==> src/rtl/divider.sv <==
// Sequential restoring divider: one quotient bit per cycle, MSB first.
// Shares the start/busy/valid handshake with the shift-add multiplier.
module divider #(
   parameter int WIDTH = 8
) (
   input  logic             clk_i,
   input  logic             rst_ni,
   input  logic             start_i,
   input  logic [WIDTH-1:0] dividend_i,
   input  logic [WIDTH-1:0] divisor_i,
   output logic             busy_o,
   output logic             valid_o,
   output logic             dbz_o,
   output logic [WIDTH-1:0] quotient_o,
   output logic [WIDTH-1:0] remainder_o
);

   localparam int CW = (WIDTH > 1) ? $clog2(WIDTH) : 1;

   localparam logic [1:0] IDLE = 2'd0;
   localparam logic [1:0] CALC = 2'd1;
   localparam logic [1:0] DONE = 2'd2;

   logic [1:0]       state;
   logic [WIDTH-1:0] dvd;
   logic [WIDTH-1:0] dvs;
   logic [WIDTH-1:0] rem;
   logic [WIDTH-1:0] quo;
   logic [CW-1:0]    cnt;
   logic             dbz;

   logic [WIDTH:0]   trial;
   logic             fits;
   logic [WIDTH-1:0] rem_nx;

   // A restored remainder is always < divisor, so WIDTH bits hold it; only
   // the shifted trial value needs the extra bit for the compare.
   always_comb begin
      trial  = {rem, dvd[cnt]};
      fits   = trial >= {1'b0, dvs};
      rem_nx = fits ? WIDTH'(trial - {1'b0, dvs}) : trial[WIDTH-1:0];
   end

   always_ff @(posedge clk_i) begin
      if (!rst_ni) begin
         state <= IDLE;
         dvd   <= '0;
         dvs   <= '0;
         rem   <= '0;
         quo   <= '0;
         cnt   <= '0;
         dbz   <= 1'b0;
      end else begin
         case (state)
            IDLE, DONE: begin
               if (start_i) begin
                  if (divisor_i != '0) begin
                     dvd   <= dividend_i;
                     dvs   <= divisor_i;
                     rem   <= '0;
                     quo   <= '0;
                     dbz   <= 1'b0;
                     cnt   <= CW'(WIDTH - 1);
                     state <= CALC;
                  end else begin
                     quo   <= '1;
                     rem   <= dividend_i;
                     dbz   <= 1'b1;
                     state <= DONE;
                  end
               end
            end
            CALC: begin
               rem      <= rem_nx;
               quo[cnt] <= fits;
               if (cnt == '0) state <= DONE;
               else           cnt   <= cnt - 1'b1;
            end
            default: state <= IDLE;
         endcase
      end
   end

   assign busy_o      = (state == CALC);
   assign valid_o     = (state == DONE);
   assign dbz_o       = dbz;
   assign quotient_o  = quo;
   assign remainder_o = rem;

endmodule

==> config.mk <==
export PLATFORM = sky130hd
export DESIGN_NAME = divider
export DESIGN_NICKNAME = d
export VERILOG_FILES = /design/src/rtl/divider.sv
export SDC_FILE = /design/constraint.sdc
export NUM_CORES = 1
export LEC_CHECK = 0
export ABC_AREA = 1
export CORE_ASPECT_RATIO = 1.75
export CORE_UTILIZATION = 48
export DETAILED_ROUTE_END_ITERATION = 12
export PLACE_DENSITY = 0.76
export SKIP_LAST_GASP = 1
export SLEW_MARGIN = 20
export SYNTH_ARGS = -nofsm -noshare
export SYNTH_HDL_FRONTEND = slang
export SYNTH_SLANG_ARGS = --single-unit
==> constraint.sdc <==
create_clock -name clk_i -period 2.1 [get_ports clk_i]
set_input_delay 0.42 -clock clk_i [delete_from_list [all_inputs] [get_ports clk_i]]
set_output_delay 0.42 -clock clk_i [all_outputs]
set_load 0.005 [all_outputs]
### Yosys cells after proc, flatten, opt, wreduce, memory -nomap -nowiden

Cells that the tools add are included.

* bits in registers: 38
* bits of input ports: 19
* output and inout bits: 19
* word-level logic and storage cells: 50

* add/sub/neg operators: 2
* $lt $le $gt $ge: 3
* equal/unequal tests: 6
* mux-type cells: 21
* reductions and logical operators: 11

Operators by type and width (number)
* 8-bit two-way mux: 5
* 8-bit one-hot mux with 2 select lines: 2
* 9-bit by 8-bit >= comparator with 1-bit output: 1
* 3-bit two-way mux: 3
* 8-bit bitwise mux: 1
* 8-bit nonzero test: 1
* 8-bit subtractor: 1
* 2-bit two-way mux: 3
* 2-bit != test, second input constant: 3
* 3-bit one-hot mux with 2 select lines: 1
* 2-bit AND reduction: 3
* 3-bit by 4-bit less-than comparator with 1-bit output, second input constant: 1
* 2-bit one-hot mux with 2 select lines: 1
* 4-bit AND reduction: 1
* 1-bit binary-select mux with 3-bit select: 1
* 1-bit demux with 3-bit select: 1
* 3-bit by 1-bit >= comparator with 1-bit output, second input constant: 1
* 3-bit zero test: 1
* 1-bit two-way mux: 3
* 3-bit AND reduction: 1
* 3-bit by 1-bit subtractor with 3-bit output, second input constant: 1
* 2-bit by 1-bit equality test with 1-bit output, second input constant: 1
* 2-bit equality test, second input constant: 1
* 2-bit zero test: 1
* 4 further kinds: 4

### Longest topological paths before layout

* word-level depth: 6
* mapped depth: 17
* depth with buffers taken out: 17

### Least setup slack after synthesis

No wires, ideal clock.

* path type: reg-to-reg
* start point: register cnt[2]
* end point: register rem[4] (netlist: remainder_o[4])
* library setup time: 0.070 ns
* arrival: 2.072 ns
* required time: 2.030 ns
* setup slack: -0.042 ns
* stages on the path, launching flop included: 17
* path buffers: 2
* clock period less this slack: 2.142 ns
* cell sequence: dfxtp_1 buf_2 nor2_1 a21oi_1 nand3b_1 nand2_1 ha_1 nand2_1 inv_1 nand3_1 nor2_4 nor2_4 nand2_4 buf_8 nand2_1 nand3_1 a21oi_1

* cells in the longest elaborated chain, start to end: 5
* elaborated cells on any way between the ends: 6
* classes of those cells: add/sub: 1; order compare: 1; mux: 4

Ends and longest elaborated chain
* start, declared: RTL line 29 `logic [CW-1:0] cnt;`
* start signal, assigned: RTL line 63 `cnt <= CW'(WIDTH - 1);`
* start signal, assigned: RTL line 77 `else cnt <= cnt - 1'b1;`
* 1-bit binary-select mux with 3-bit select *: RTL line 39 `trial = {rem, dvd[cnt]};`
* 1-bit two-way mux (implied by the code) *: RTL line 39
* 8-bit subtractor / 9-bit by 8-bit >= comparator with 1-bit output (equally long branches): RTL line 41, 40
* 8-bit two-way mux *: RTL line 41 `rem_nx = fits ? WIDTH'(trial - {1'b0, dvs}) : trial[WIDTH-1:0];`
* 8-bit one-hot mux with 2 select lines *: RTL line 54 `case (state)`
* end signal, assigned: RTL line 67 `rem <= dividend_i;`
* end signal, assigned: RTL line 74 `rem <= rem_nx;`
* end, declared: RTL line 27 `logic [WIDTH-1:0] rem;`

Every way passes the cells marked *; elsewhere a longest branch is shown, timed or not. The select of a mux whose other input is x is not followed.
A chain may end at the register's enable or synchronous reset.

### Final worst setup path

* start point: register cnt[1]
* end point: register rem[4] (netlist: remainder_o[4])

Same word-level chain as after synthesis.

==> out/qor.csv <==
stage;metric;value;unit
outcome;outcome;completed;
drt;Routed wire per std cell;14.2;um
sta;Post-Route Setup TNS;0;ns
finish;area occupied by registers;769;um2
worst_setup_path;R2R depth;14;
worst_setup_path;Startpoint Class;register;
place;detailed placement HPWL;5000;um
drt;uppermost layer routed;met4;
drt;number of DRC markers in iteration 0;59;
place;gpl congestion;0.866;
clocking;# clock sinks;38;
drt;Final ANT Viol Nets;0;
worst_setup_path;Setup crit start;cnt[1]$_SDFFE_PN0P_;
sta;Slew Limit Headroom;74.9;%
die;Chip Width;55.1;um
clocking;Worst-Skew Late Latency;0.29;ns
power_and_ir_drop;Leakage;1.37;nW
global_routing;GRT overflow;0;
power_and_ir_drop;Clk network pwr share;18.4;%
die;Core Footprint;4710;um2
synthesis;Synth Cell Area;2360;um2
finish;post-route cell area;3080;um2
global_routing;Total GRT Usage;26.6;%
sta;RSZ-0062 raised after global routing;true;
drt;Total Routed Length;6550;um
worst_setup_path;FF-to-FF setup slack;0.04;ns
power_and_ir_drop;PD cells;819;nW/um2
die;Die Y;94.9;um
synthesis;sequential-to-total area share from yosys stat;32.2;%
power_and_ir_drop;Switching Share;40.4;%
drt;DR pass1 iterations;4;
worst_setup_path;r2r startpoint;cnt[1]$_SDFFE_PN0P_;
sta;final period utilization;98.3;%
sta;Clock Skews;0.00339;ns
synthesis;Post-Syn Nets;390;
worst_setup_path;CP Data Arrival Time;2.28;ns
clocking;CTS Buffer Depth;2;
worst_setup_path;CP Capture Type;register;
finish;most frequent cells in the layout;61 x nand2_1, 43 x inv_1, 40 x a21oi_1, 40 x nor2_1, 37 x clkdlybuf4s50_1;
worst_setup_path;CP Capture Point;remainder_o[4]$_SDFFE_PN0P_;
sta;Slew @ Worst Pin;0.376;ns
finish;share of cells above drive strength 1;15.6;%
drt;drt via density;5.46;
drt;M1 wire length;2500;um
synthesis;Avg Cell Area, Syn;6.59;um2
finish;area delta synth->final;30.2;%
hold_path;Hold/Removal Path Class;reg2reg;
drt;met3 WL post-DR;194;um
clocking;CTS buffer count;5;
clocking;Clock transition at path regs;0.07;ns
power_and_ir_drop;Combinational Power Share;47.1;%
drt;met2 routed wirelength;3560;um
die;die area;5220;um2
sta;final setup vio count;0;
finish;final core utilization;65.4;%
place;Placement Cell Area;2860;um2
global_routing;first-pass GRT wire length;9990;um
finish;Layout Cells excl Fill;461;
clocking;Clock Tree Root;clkbuf_8;
die;io pins;38;
drt;vias after detailed routing;2515;
sta;Fmax achieved;0.484;GHz
power_and_ir_drop;Reg power frac;34.5;%
power_and_ir_drop;P_int;1.50;mW
power_and_ir_drop;worst-case vdd ir drop;569;uV
die;row count;33;
clocking;CTS tree;yes;
sta;Max Slew Vio Count;0;
power_and_ir_drop;Psw;1.02;mW
finish;commonest non-fill, non-tap cell in the layout;nand2_1;
worst_setup_path;CP max FO;5;
die;Initial Utilization;50.2;%
synthesis;Ys Warns;0;
finish;multi-input logic area;1460;um2
synthesis;#FFs+latches synth;38;
place;I/O Buffers;37;
power_and_ir_drop;overall power;2.52;mW
clocking;# H-tree levels;2;
finish;filler cell count;460;
global_routing;vias in the first global route;2327;
place;Inst Count DP;451;
worst_setup_path;CP Data Required Time;2.32;ns
drt;post-route DRC violation count;0;
worst_setup_path;WS Path Type;reg2reg;
global_routing;initial antenna violation count;0;
finish;Antenna Cells;0;
synthesis;gate count of the mapped netlist;359;
finish;Final Net Count;440;
synthesis;post-synthesis cell type count;26;
sta;Period minus WS final;2.06;ns
worst_setup_path;r2r endpoint;remainder_o[4]$_SDFFE_PN0P_;
global_routing;pin count of the biggest net entering global routing;28;
sta;Final Hold Viols;0;
job;max cap viols;0;
==> metrics by stage <==
step / hold slack, ns / setup WS [ns]
floorplan: 0.433 / 0.00476
global placement: 0.443 / -0.000901
detailed placement: 0.450 / -0.0693
CTS: 0.461 / 0.0420
global route: 0.483 / -0.0965
finish: 0.454 / 0.0353
==> state kept, by name, indices dropped and copies added, names as in the netlist <==
signal and count:
dvs 8, state 2, remainder_o 8, dvd 8, cnt 3, quotient_o 8
dbz_o 1
==> per-layer routing <==
metal,vias to the layer above,GRT usage [%]
li1,1276,-
met1,1159,26.0
met2,60,49.2
met3,20,3.70
met4,0,15.4
met5,-,0
==> kinds of logic (layout without fill, tap and decap cells) <==
kind of cell    Yosys count  count (layout)  share of synthesized area, %
compound gates           79              79                          17.1
xor+xnor                  3               3                          1.11
flops                    38              38                          32.2
fa+ha+maj                12              12                          6.67
simple gates            164             165                          32.1
buf+inv                  63             112                          10.9
==> cell usage after synthesis (all sizes together) <==
master  instances  share of area [%]
buf             9                2.3
fa              1               0.85
xor2            2               0.74
a21oi          44                9.3
nand4           6                1.6
ha             11                5.8
nand3b          6                1.9
o21ai          29                6.1
inv            49                7.8
xnor2           1               0.37
dfxtp          38                 32
nand3          37                8.0
a31oi           5                1.3
nor2           46                8.5
o21a            1               0.32
nand2          68                 12
nor3            1               0.42
clkbuf          5               0.79
==> area by class of cell <==
type / instances / area share, %
multi-input cells: 259 / 47.6
clock buffers: 7 / 2.48
flip-flops and latches: 38 / 25.0
inverters: 49 / 6.06
well taps: 52 / 2.11
repair buffers: 56 / 16.8
==> power by group through the flow <==
stage / Combinational [mW] / Clock [mW] / Sequential (mW)
CTS: 1.06 / 0.475 / 0.862
floorplan: 0.764 / 0 / 0.852
global placement: 1.03 / 0 / 0.872
detailed placement: 1.05 / 0 / 0.876
global route: 1.32 / 0.501 / 0.878
finish: 1.19 / 0.463 / 0.870
==> critical path: stages (launching register included) <==
cell	delay, ns
dfxtp_4	0.37
inv_4	0.09
nand3_2	0.06
nand2_1	0.07
inv_1	0.04
nand3_1	0.08
nand2_2	0.11
ha_4	0.18
fa_2	0.41
nor2_1	0.11
nor2_1	0.06
xor2_1	0.14
nand2_1	0.07
nand3_1	0.06
a21oi_1	0.14
==> worst min path at each step <==
stage / start / to / slack, ns / cells after the start
floorplan: dvs[7]$_SDFFE_PN0P_ / dvs[7]$_SDFFE_PN0P_ / 0.43 / 2
global placement: dvs[7]$_SDFFE_PN0P_ / dvs[7]$_SDFFE_PN0P_ / 0.44 / 2
detailed placement: dvs[6]$_SDFFE_PN0P_ / dvs[6]$_SDFFE_PN0P_ / 0.45 / 2
CTS: dvs[6]$_SDFFE_PN0P_ / dvs[6]$_SDFFE_PN0P_ / 0.46 / 2
global route: dvs[4]$_SDFFE_PN0P_ / dvs[4]$_SDFFE_PN0P_ / 0.48 / 2
finish: dvs[6]$_SDFFE_PN0P_ / dvs[6]$_SDFFE_PN0P_ / 0.45 / 2
==> what timing repair did <==
| item | CTS | global route |
|---|---|---|
| gates resized for setup | 4 | 27 |
| setup buffers | 0 | 2 |
| pin swaps | 0 | 11 |
| gates cloned | 0 | 1 |
| setup endpoints to repair | 12 | 16 |
| hold buffers | 0 | 0 |
(Power assumes the default switching activity.)
